`config.mk`:
```
export PLATFORM = sky130hd
export DESIGN_NAME = vram_arbiter
export DESIGN_NICKNAME = d
export VERILOG_FILES = /design/src/rtl/video_pkg.sv /design/src/rtl/arb_req_latch.sv /design/src/rtl/vram_arbiter.sv
export SDC_FILE = /design/constraint.sdc
export NUM_CORES = 1
export LEC_CHECK = 0
export ABC_AREA = 1
export CAP_MARGIN = 30
export CELL_PAD_IN_SITES_DETAIL_PLACEMENT = 1
export CELL_PAD_IN_SITES_GLOBAL_PLACEMENT = 2
export CORE_MARGIN = 5
export CORE_UTILIZATION = 36
export DETAILED_ROUTE_END_ITERATION = 8
export DONT_BUFFER_PORTS = 1
export PLACE_DENSITY_LB_ADDON = 0.1
export SYNTH_ARGS = -nofsm -noshare
export SYNTH_HDL_FRONTEND = slang
export SYNTH_SLANG_ARGS = --single-unit
```
`constraint.sdc`:
```
create_clock -name clk_sys -period 3 [get_ports clk_sys]
set_clock_uncertainty 0.1 [all_clocks]
set_input_delay 0.3 -clock clk_sys [delete_from_list [all_inputs] [get_ports clk_sys]]
set_output_delay 0.3 -clock clk_sys [all_outputs]
set_load 0.01 [all_outputs]
```
`src/rtl/video_pkg.sv`:
```
// video_pkg: shared state type, address width and byte-enable helper for the VRAM arbiter
package video_pkg;
    typedef enum logic [1:0] {IDLE, VRD, CRD, CWR} arb_state_e;
    localparam int VRAM_AW = 14;
    function automatic logic [1:0] byte_en(input logic [1:0] wtbt);
        return (wtbt == 2'b00) ? 2'b11 : wtbt;
    endfunction
endpackage

```
`src/rtl/arb_req_latch.sv`:
```
// arb_req_latch: CPU strobe edge detector and holding register for the CPU request
module arb_req_latch
    import video_pkg::*;
#(
    parameter int AW = VRAM_AW
) (
    input  logic          clk_sys,
    input  logic          reset,
    input  logic          cpu_stb,
    input  logic          cpu_we,
    input  logic [1:0]    cpu_wtbt,
    input  logic [AW-1:0] cpu_addr,
    input  logic [15:0]   cpu_din,
    output logic          rise_o,
    output logic          we_o,
    output logic [1:0]    wtbt_o,
    output logic [AW-1:0] addr_o,
    output logic [15:0]   din_o
);
    logic          old_stb_q;
    logic          we_q;
    logic [1:0]    wtbt_q;
    logic [AW-1:0] addr_q;
    logic [15:0]   din_q;

    assign rise_o = cpu_stb & ~old_stb_q;
    // On the edge cycle the live bus is forwarded so a grant can happen at once
    assign we_o   = rise_o ? cpu_we   : we_q;
    assign wtbt_o = rise_o ? cpu_wtbt : wtbt_q;
    assign addr_o = rise_o ? cpu_addr : addr_q;
    assign din_o  = rise_o ? cpu_din  : din_q;

    always_ff @(posedge clk_sys) begin
        if (reset) begin
            old_stb_q <= 1'b0;
            we_q      <= 1'b0;
            wtbt_q    <= 2'b00;
            addr_q    <= '0;
            din_q     <= 16'h0000;
        end else begin
            old_stb_q <= cpu_stb;
            if (rise_o) begin
                we_q   <= cpu_we;
                wtbt_q <= cpu_wtbt;
                addr_q <= cpu_addr;
                din_q  <= cpu_din;
            end
        end
    end
endmodule

```
`src/rtl/vram_arbiter.sv`:
```
// vram_arbiter: shares single-port VRAM between display fetch (priority, bounded latency)
// and CPU bus accesses, stalling the CPU through cpu_ack.
module vram_arbiter
    import video_pkg::*;
#(
    parameter int AW          = VRAM_AW,
    parameter int RAM_LATENCY = 1
) (
    input  logic          clk_sys,
    input  logic          reset,
    input  logic          vid_req,
    input  logic [AW-1:0] vid_addr,
    output logic [15:0]   vid_data,
    output logic          vid_valid,
    output logic          vid_ovf,
    input  logic          cpu_stb,
    input  logic          cpu_we,
    input  logic [1:0]    cpu_wtbt,
    input  logic [AW-1:0] cpu_addr,
    input  logic [15:0]   cpu_din,
    output logic [15:0]   cpu_dout,
    output logic          cpu_ack,
    output logic [AW-1:0] ram_addr,
    output logic [15:0]   ram_din,
    output logic          ram_we,
    output logic [1:0]    ram_be,
    input  logic [15:0]   ram_dout
);
    localparam logic [1:0] LAT = 2'(RAM_LATENCY);

    arb_state_e    state_q, state_d;
    logic [1:0]    cnt_q, cnt_d;
    logic          last_vid_q, last_vid_d;
    logic          vid_pend_q, vid_pend_d;
    logic [AW-1:0] vid_addr_q, vid_addr_d;
    logic          vid_ovf_q, vid_ovf_d;
    logic          cpu_pend_q, cpu_pend_d;
    logic [1:0]    wbe_q, wbe_d;
    logic [15:0]   vid_data_q, vid_data_d;
    logic          vid_valid_q, vid_valid_d;
    logic [15:0]   cpu_dout_q, cpu_dout_d;
    logic          cpu_ack_q, cpu_ack_d;
    logic [AW-1:0] ram_addr_q, ram_addr_d;
    logic [15:0]   ram_din_q, ram_din_d;
    logic          ram_we_q, ram_we_d;
    logic [1:0]    ram_be_q, ram_be_d;

    logic          rise, req_we;
    logic [1:0]    req_wtbt;
    logic [AW-1:0] req_addr;
    logic [15:0]   req_din;
    logic          vp, cp, vg, cg, done;

    arb_req_latch #(.AW(AW)) u_req (
        .clk_sys (clk_sys),
        .reset   (reset),
        .cpu_stb (cpu_stb),
        .cpu_we  (cpu_we),
        .cpu_wtbt(cpu_wtbt),
        .cpu_addr(cpu_addr),
        .cpu_din (cpu_din),
        .rise_o  (rise),
        .we_o    (req_we),
        .wtbt_o  (req_wtbt),
        .addr_o  (req_addr),
        .din_o   (req_din)
    );

    // vid_pend covers the whole fetch, so a second request during it is an overflow
    assign vp   = vid_pend_q | vid_req;
    assign cp   = cpu_stb & (cpu_pend_q | rise);
    assign vg   = (state_q == IDLE) && vp && !(last_vid_q && cp);
    assign cg   = (state_q == IDLE) && cp && !vg;
    assign done = ((state_q == VRD) || (state_q == CRD)) && (cnt_q == 2'd0);

    always_comb begin
        state_d     = state_q;
        cnt_d       = (vg || cg) ? LAT : ((cnt_q != 2'd0) ? cnt_q - 2'd1 : cnt_q);
        last_vid_d  = vg ? 1'b1 : (cg ? 1'b0 : last_vid_q);
        vid_pend_d  = (vid_req & ~vid_pend_q) | (vid_pend_q & ~((state_q == VRD) && done));
        vid_addr_d  = (vid_req & ~vid_pend_q) ? vid_addr : vid_addr_q;
        vid_ovf_d   = vid_ovf_q | (vid_req & vid_pend_q);
        cpu_pend_d  = cp & ~cg;
        wbe_d       = cg ? byte_en(req_wtbt) : wbe_q;
        ram_addr_d  = vg ? (vid_pend_q ? vid_addr_q : vid_addr) : (cg ? req_addr : ram_addr_q);
        ram_din_d   = (cg && req_we) ? req_din : ram_din_q;
        ram_we_d    = (state_q == CWR);
        ram_be_d    = (state_q == CWR) ? wbe_q : 2'b00;
        vid_valid_d = (state_q == VRD) && done;
        vid_data_d  = vid_valid_d ? ram_dout : vid_data_q;
        cpu_ack_d   = cpu_ack_q;
        cpu_dout_d  = cpu_dout_q;
        if (vg)
            state_d = VRD;
        else if (cg)
            state_d = req_we ? CWR : CRD;
        else if (done || (state_q == CWR))
            state_d = IDLE;
        // A strobe that has already dropped gets no ack, even if its access completes
        if (!cpu_stb) begin
            cpu_ack_d  = 1'b0;
            cpu_dout_d = 16'h0000;
        end else if ((state_q == CRD) && done) begin
            cpu_ack_d  = 1'b1;
            cpu_dout_d = ram_dout;
        end else if (state_q == CWR) begin
            cpu_ack_d  = 1'b1;
        end
    end

    always_ff @(posedge clk_sys) begin
        if (reset) begin
            state_q     <= IDLE;
            cnt_q       <= 2'd0;
            last_vid_q  <= 1'b0;
            vid_pend_q  <= 1'b0;
            vid_addr_q  <= '0;
            vid_ovf_q   <= 1'b0;
            cpu_pend_q  <= 1'b0;
            wbe_q       <= 2'b00;
            vid_data_q  <= 16'h0000;
            vid_valid_q <= 1'b0;
            cpu_dout_q  <= 16'h0000;
            cpu_ack_q   <= 1'b0;
            ram_addr_q  <= '0;
            ram_din_q   <= 16'h0000;
            ram_we_q    <= 1'b0;
            ram_be_q    <= 2'b00;
        end else begin
            state_q     <= state_d;
            cnt_q       <= cnt_d;
            last_vid_q  <= last_vid_d;
            vid_pend_q  <= vid_pend_d;
            vid_addr_q  <= vid_addr_d;
            vid_ovf_q   <= vid_ovf_d;
            cpu_pend_q  <= cpu_pend_d;
            wbe_q       <= wbe_d;
            vid_data_q  <= vid_data_d;
            vid_valid_q <= vid_valid_d;
            cpu_dout_q  <= cpu_dout_d;
            cpu_ack_q   <= cpu_ack_d;
            ram_addr_q  <= ram_addr_d;
            ram_din_q   <= ram_din_d;
            ram_we_q    <= ram_we_d;
            ram_be_q    <= ram_be_d;
        end
    end

    assign vid_data  = vid_data_q;
    assign vid_valid = vid_valid_q;
    assign vid_ovf   = vid_ovf_q;
    assign cpu_dout  = cpu_dout_q;
    assign cpu_ack   = cpu_ack_q;
    assign ram_addr  = ram_addr_q;
    assign ram_din   = ram_din_q;
    assign ram_we    = ram_we_q;
    assign ram_be    = ram_be_q;
endmodule

```
==> metrics.cfg, run 1 <==
[run_status]
status=finished clean

[global_routing]
antenna_found_initial=0
grt_pass1_vias=5043
overflow=0
grt_max_degree=53
grtUsageTotal_pct=19.03
grt_pass1_wl_um=25250

[final_layout]
nNetsFinal=842
n_antenna_cell=0
drive_gt1_share_pct=6.905
final_cell_mix=218 x nand2_1, 125 x dfxtp_1, 104 x nor2_1
area_growth_pct=22.26
final_common_cell=nand2_1

[sta]
fin_tns_setup_ns=0
max_freq_mhz=465.4
setup_violations=0
worst_hold_slack_ns=0.01559
slew_violations=0
fin_crit_sh_pct=71.63
hold_viol=0
fin_crit_ns=2.149
worst_pin_slew_ns=0.8715
layout_setup_ws_ns=0.8511
rsz0062_at_grt=no
slew_headroom_pct=41.54

[power_and_ir_drop]
peakVddDrop_v=0.0003620
leakage_uw=0.002820
power_uw=5118
pwr_density_cell_nw_per_um2=806.9

[logic_synthesis]
synth.distinct_cells=27
syn_nets=806
yosysWarningCount=0
avgSynthCellArea_um2=7.067
ys_ff_latch=125
synth_area_um2=5187
netlist_instances=734
yosysSeqAreaShare_pct=48.24

[floorplan]
die_area_um2=16910
fp.dieW_um=130.0
die_y_um=130.0
row_count=43
core_um2=13990
start_util_pct=37.08
boundaryPins=135

[clock_tree]
clk_latency_ns=0.42
cts_buffers=17
cts_buffer_depth=2
cts_tree=done
cts_resized=0
cts_htree_levels=4
clock_sinks=125
cts-root-buf=clkbuf_16
clkTransAtPathRegs_ns=0.05

[setup_path]
arrival_ns=2.40
startpoint_type=flop
required_ns=3.25
critPathMaxFanout=36
path_class=reg2reg
endpoint_kind=flop

[placed_design]
dpl.hpwl_um=10300
routabilityCongestion=0.7474
pre_cts_ws_ns=0.7874
io_buffers=0

[detailed_routing]
num_vias=4638
dr.pass1.iters=4
antenna_left=0
drt_iter0_drc=189
post_drt_wl_per_cell_um=16.13
remaining_drc_errors=0
drt_wl_total_um=15520
via_per_inst=4.821

[job]
cap_violations=0

[worst_hold_path]
min_path_type=in2reg

## power breakdown
group          switching [uW]  internal [uW]
Combinational             639            316
Sequential                217           1890
Clock                     719           1340
Total                    1570           3540
## cell usage after synthesis
| cell type | n | area (um^2) |
|---|---|---|
| inv_4 | 1 | 6.260 |
| dfxtp_1 | 125 | 2502 |
| clkbuf_1 | 13 | 48.80 |
| nand4_1 | 16 | 100.1 |
| nor2_4 | 2 | 22.52 |
| a21oi_1 | 35 | 175.2 |
| a211oi_1 | 6 | 45.04 |
| clkinv_1 | 2 | 7.510 |
| xnor2_1 | 1 | 8.760 |
| nand3_4 | 1 | 17.52 |
| nand3_1 | 29 | 145.1 |
| nand2_1 | 218 | 818.3 |
| inv_2 | 4 | 15.01 |
| buf_1 | 3 | 11.26 |
| nand2_2 | 1 | 6.260 |
| nand2_4 | 2 | 22.52 |
| buf_2 | 14 | 70.07 |
| nor3_1 | 3 | 15.01 |
| o21ai_0 | 42 | 210.2 |
| buf_4 | 3 | 22.52 |
| buf_6 | 3 | 33.78 |
| a21oi_2 | 8 | 70.07 |
| ha_1 | 5 | 62.56 |
| nor2_1 | 104 | 390.4 |
| inv_1 | 90 | 337.8 |
| nand2b_1 | 2 | 12.51 |
| nor3_2 | 1 | 10.01 |
## state kept, by name, summed over array words and instances, names as in the netlist, 2 cells and up
signal / flops
wbe_q: 2
vid_data: 16
ram_addr: 14
cnt_q: 2
ram_din: 16
u_req.din_q: 16
ram_be: 2
cpu_dout: 16
u_req.addr_q: 14
state_q: 2
vid_addr_q: 14
u_req.wtbt_q: 2
## critical path, cell delays in order, from the launching register on
cell     delay [ns]
dfxtp_1        0.41
inv_2          0.20
nand2_4        0.37
nand2_1        0.12
nand2_2        0.33
nand3_4        0.27
nand2_1        0.13
inv_1          0.05
nor2_1         0.10
## what timing repair did
| action | CTS | global route |
|---|---|---|
| endpoints found under the hold margin | 98 | 0 |
| endpoints found under the setup margin | 0 | 0 |
| hold buffers | 47 | 0 |
| buffers inserted | 0 | 0 |
## routing by layer
layer,GRT usage [%],part of all wire (%),vias to the layer above
li1,-,-,2334
met1,21.85,43,2169
met2,31.93,48,110
met3,7.818,7.9,25
met4,6.785,1.9,0
met5,0,0,-
## through the flow
stage                     utilization [%]  instance area (um^2)  std cells
after floorplan                         -                  5187        734
after global placement              37.68                  5271        884
after detailed placement            37.68                  5271        884
after CTS                           45.34                  6342        962
after global routing                45.34                  6342        962
final                               45.34                  6342        962
## kinds of logic after synthesis
| family | share of synthesized area, % |
|---|---|
| DFF | 48.24 |
| xor gates and xnor gates | 0.1689 |
| and+or+nand+nor | 30.08 |
| AOI/OAI and AO/OA | 9.648 |
| buffers and inverters | 10.66 |
| adders and majority gates | 1.206 |
## layout make-up
cell class,count,area (um^2)
tap,180,225.2
clock buffer,23,467.9
inverter,97,366.6
multi-input combinational,476,2132
fill,1756,7646
timing repair buffer,53,533.0
sequential,125,2502
clock inverter,8,115.1
## worst paths after layout
kind | from | depth (start not counted) | end | slack, ns
hold reg to reg | wbe_q[0]$_SDFFE_PP0P_ | 2 | ram_be[0]$_SDFF_PP0_ | 0.35
setup / recovery | u_req.old_stb_q$_SDFF_PP0_ | 8 | ram_din[0]$_SDFFE_PP0P_ | 0.85
setup reg to reg | u_req.old_stb_q$_SDFF_PP0_ | 8 | ram_din[0]$_SDFFE_PP0P_ | 0.85
hold / removal | cpu_stb | 3 | u_req.din_q[15]$_SDFF_PP0_ | 0.02
Note: power is estimated with default switching activity, not from simulation.
==> run 2: changes to the inputs <==
CORE_UTILIZATION = 31   (was 36)
clock period = 1.74 ns   (was 3 ns; I/O delays follow)
==> metrics.cfg, run 2 (synthesized netlist as in run 1, its figures left out) <==
[global_routing]
overflow=0
grt_pass1_wl_um=25360
antenna_found_initial=0
grt_pass1_vias=4873
grt_max_degree=54
grtUsageTotal_pct=16.20

[floorplan]
die_y_um=139.4
core_um2=16520
start_util_pct=31.39
boundaryPins=135
fp.dieW_um=139.4
die_area_um2=19420
row_count=47

[sta]
slew_headroom_pct=66.03
hold_viol=18
fin_crit_sh_pct=95.29
setup_violations=0
worst_hold_slack_ns=-0.1000
slew_violations=0
max_freq_mhz=603.1
layout_setup_ws_ns=0.08200
worst_pin_slew_ns=0.5091
fin_crit_ns=1.658

[worst_hold_path]
whs_endpoint=u_req.din_q[3]$_SDFF_PP0_
min_from=cpu_stb
worstHoldPathCells=3
min_path_type=in2reg

[final_layout]
fillCellCount=2014
nNetsFinal=874
fin_util_pct=40.96
final_cell_mix=216 x nand2_1, 124 x dfxtp_1, 103 x nor2_1
final_common_cell=nand2_1
area_growth_pct=30.46
drive_gt1_share_pct=10.10
n_antenna_cell=0
stdcell_area_um2=6768

[placed_design]
io_buffers=0
routabilityCongestion=0.7401
pre_cts_ws_ns=-0.1308
place_area_um2=5472
dpl.hpwl_um=10790

[detailed_routing]
remaining_drc_errors=0
post_drt_wl_per_cell_um=15.15
antenna_left=0
drt_wl_total_um=15640
drt_iter0_drc=184
via_per_inst=4.613
num_vias=4761
dr.pass1.iters=4

[power_and_ir_drop]
pwr_density_cell_nw_per_um2=1372
power_uw=9285
peakVddDrop_v=0.0007777
leakage_uw=0.003003

[setup_path]
max_stage_delay_ns=0.59
cp_cell_sequence=inv_2 > dlygate4sd3_1 > nor2_4 > nand2_1 > a21oi_1 > dlygate4sd3_1
endpoint_kind=flop
critPathMaxFanout=22
startpoint_type=input pin
path_class=in2reg
cp_common_cell=dlygate4sd3_1
r2r-end=u_req.addr_q[9]$_SDFF_PP0_
crit_start=cpu_stb
rrSetupSlack_ns=0.10
crit_path_top_delay_cell=dlygate4sd3_1
r2r.worst_path.cells=5
arrival_ns=1.91
r2r-start=u_req.old_stb_q$_SDFF_PP0_
required_ns=1.99

[clock_tree]
cts_buffers=17
cts_htree_levels=4
cts_buffer_depth=2
cts_tree=done
clock_sinks=125
cts-root-buf=clkbuf_16
clk_latency_ns=0.41
clkTransAtPathRegs_ns=0.05

[job]
cap_violations=0

[run_status]
violations=negative hold slack
status=complete, but fails checks

run 2: metal layers:
| layer | GRT usage, % | vias to the layer above | wire (um) |
|---|---|---|---|
| met1 | 19.41 | 2239 | 6935 |
| met2 | 26.72 | 102 | 7448 |
| met3 | 6.758 | 17 | 1064 |
| met5 | 0 | - | 0 |
| met4 | 4.634 | 0 | 190 |
| li1 | - | 2403 | - |
run 2: what timing repair did:
action                                  CTS  global route
hold buffers                             55             3
endpoints found under the setup margin   29            34
gates cloned                              1             0
pin swaps                                 0             2
setup buffers                             3             2
endpoints found under the hold margin   104            21
gates resized for setup                   3             8
run 2: cell type report:
cell class | instances | area (um^2) | area share (%)
repair buffers | 84 | 843.3 | 12.46
multi-input cells | 477 | 2160 | 31.91
well taps | 220 | 275.3 | 4.067
clock buffers | 22 | 474.2 | 7.007
inverters | 97 | 374.1 | 5.528
clock inverters | 7 | 137.6 | 2.034
flip-flops and latches | 125 | 2504 | 36.99
run 2: worst max-delay path, delay by kind of cell:
family | cells | cell delay, ns
buffers and inverters | 3 | 1.18
AND/OR/NAND/NOR | 2 | 0.35
AO/OA/AOI/OAI | 1 | 0.19
run 2: per-stage QoR:
stage | TNS (ns) | hold WS (ns) | instances
after floorplan | 0 | 0.2147 | 734
after global placement | 0 | 0.1501 | 939
final | 0 | -0.1000 | 1032
after CTS | 0 | -0.1243 | 1027
after detailed placement | -1.831 | 0.1532 | 939
after global routing | -0.01084 | -0.09702 | 1032
run 2: how the worst max path moves through the flow:
stage               cells after the start  slack, ns                    endpoint
floorplan                              11       0.12    ram_addr[5]$_SDFFE_PP0P_
CTS                                     4       0.01  u_req.addr_q[7]$_SDFF_PP0_
finish                                  6       0.08  u_req.addr_q[8]$_SDFF_PP0_
global route                            5      -0.01  u_req.addr_q[9]$_SDFF_PP0_
detailed placement                     10      -0.13     ram_din[2]$_SDFFE_PP0P_
global placement                       10      0.005     ram_din[2]$_SDFFE_PP0P_
run 2: where the power goes:
part	total [uW]	switching [uW]	leakage (uW)	internal, uW
Combinational	1960	1190	0.00168	763
Clock	3700	1220	0.000298	2480
Sequential	3630	364	0.00102	3260
Total	9290	2780	0.00300	6510
==> run 3: changes to the inputs <==
--- a/constraint.sdc
+++ b/constraint.sdc
@@ -3,3 +3,3 @@
 set_input_delay 0.174 -clock clk_sys [delete_from_list [all_inputs] [get_ports clk_sys]]
 set_output_delay 0.174 -clock clk_sys [all_outputs]
-set_load 0.01 [all_outputs]
+set_load 0.1 [all_outputs]
==> metrics.cfg, run 3 (synthesized netlist as in run 1, its figures left out) <==
[power_and_ir_drop]
switching_share_pct=41.52
power_uw=11060
peakVddDrop_v=0.0007752
p_switching_uw=4592
clkPwrFrac_pct=30.6
p_comb_share_pct=38.5
p_int_uw=6467
leakage_uw=0.003378
power.sequential.fraction_pct=30.9
pwr_density_cell_nw_per_um2=1511

[global_routing]
overflow=0
grt_max_degree=53
grt_pass1_vias=5516
antenna_found_initial=0
grt_pass1_wl_um=27800
grtUsageTotal_pct=17.58

[clock_tree]
clk_latency_ns=0.41
post_cts_buffers=0
cts_buffer_depth=2
cts_tree=done
cts_htree_levels=4
cts-root-buf=clkbuf_16
cts_buffers=17
clkTransAtPathRegs_ns=0.05
clock_sinks=125

[setup_path]
required_ns=1.93
crit_buf_inv=3
cp_cell_sequence=inv_2 > buf_4 > nand3_1 > nand2_1 > dlygate4sd3_1 > nor2_1
max_stage_delay_ns=0.56
critPathMaxFanout=6
path_class=reg2reg
startpoint_type=flop
crit_path_top_delay_cell=dlygate4sd3_1
endpoint_kind=flop
rrSetupSlack_ns=0.09
cpLargestDelayFamily=buffers and inverters
arrival_ns=1.84

[sta]
max_freq_mhz=606.2
worst_pin_slew_ns=0.5968
worst_hold_slack_ns=0.003458
rsz0062_at_grt=no
slew_violations=0
fin_tns_setup_ns=0
fin_crit_ns=1.650
slew_headroom_pct=60.15
fin_crit_sh_pct=94.81
hold_viol=0
setup_violations=0

[final_layout]
n_antenna_cell=0
final_cell_mix=217 x nand2_1, 123 x dfxtp_1, 103 x nor2_1
fillCellCount=2048
drive_gt1_share_pct=17.04
fin_cells=1112
area_growth_pct=41.10
final_common_cell=nand2_1
nNetsFinal=951

[floorplan]
die_y_um=139.4
start_util_pct=31.39
die_area_um2=19420
row_count=47
boundaryPins=135
core_um2=16520
fp.dieW_um=139.4

[placed_design]
dpl.hpwl_um=11500
place_inst=1010
routabilityCongestion=0.7499
io_buffers=0

[detailed_routing]
antenna_left=0
num_vias=5070
drt_iter0_drc=165
dr.pass1.iters=4
remaining_drc_errors=0
via_per_inst=4.559
post_drt_wl_per_cell_um=14.88
drt_wl_total_um=16550

[job]
cap_violations=0

[worst_hold_path]
min_path_type=in2reg

[run_status]
status=finished clean

==> run 3: changes by cell type in the layout (fill, tap and decap cells not counted), sizes merged <==
cell | before | now
dlygate4sd3 | 57 | 67
dlymetal6s4s | 0 | 1
clkinv | 4 | 5
clkbuf | 22 | 26
buf | 27 | 93
bufinv | 4 | 1
inv | 95 | 96
==> run 3: repair_timing <==
action,4_1_cts,5_1_grt
pin swaps,0,1
gates resized for setup,4,13
cloned,1,0
endpoints found under the hold margin,104,0
endpoints found under the setup margin,30,42
hold buffers,69,0
==> run 3: worst paths after layout <==
path / from / to / cells past startpoint
max: u_req.old_stb_q$_SDFF_PP0_ / u_req.din_q[0]$_SDFF_PP0_ / 6
min reg2reg: vid_addr_q[7]$_SDFFE_PP0P_ / vid_addr_q[7]$_SDFFE_PP0P_ / 2
max reg2reg: u_req.old_stb_q$_SDFF_PP0_ / u_req.din_q[0]$_SDFF_PP0_ / 6
min: reset / vid_addr_q[2]$_SDFFE_PP0P_ / 2
==> run 3: layer usage <==
layer / global-route usage, % / wire length [um]
met4: 5.201 / 193
met5: 0 / 0
met3: 4.974 / 857
met2: 30.38 / 8263
met1: 21.30 / 7231
==> run 3: cell type report <==
cell class	instances	area [um^2]	area share (%)
inverter	97	374.1	5.111
multi-input combinational	477	2172	29.68
clock inverter	6	57.56	0.7863
sequential	125	2505	34.22
clock buffer	26	509.2	6.957
timing repair buffer	161	1426	19.49
tap	220	275.3	3.761
==> run 3: metrics by stage <==
stage / util, % / worst slack (ns) / cell area (um^2)
2_1_floorplan: - / 0.1167 / 5187
3_3_place_gp: 36.26 / 0.001714 / 5992
3_5_place_dp: 36.26 / -0.1162 / 5992
4_1_cts: 44.13 / 0.01490 / 7292
5_1_grt: 44.29 / 0.01346 / 7320
6_report: 44.29 / 0.09025 / 7320
==> run 3: power by group through the flow <==
stage	logic [uW]	clock network [uW]	registers, uW
after floorplan	1260	0	5300
after global placement	3960	0	3460
after detailed placement	4030	0	3480
after CTS	4260	3470	3420
after global routing	4590	3600	3470
final	4250	3380	3420
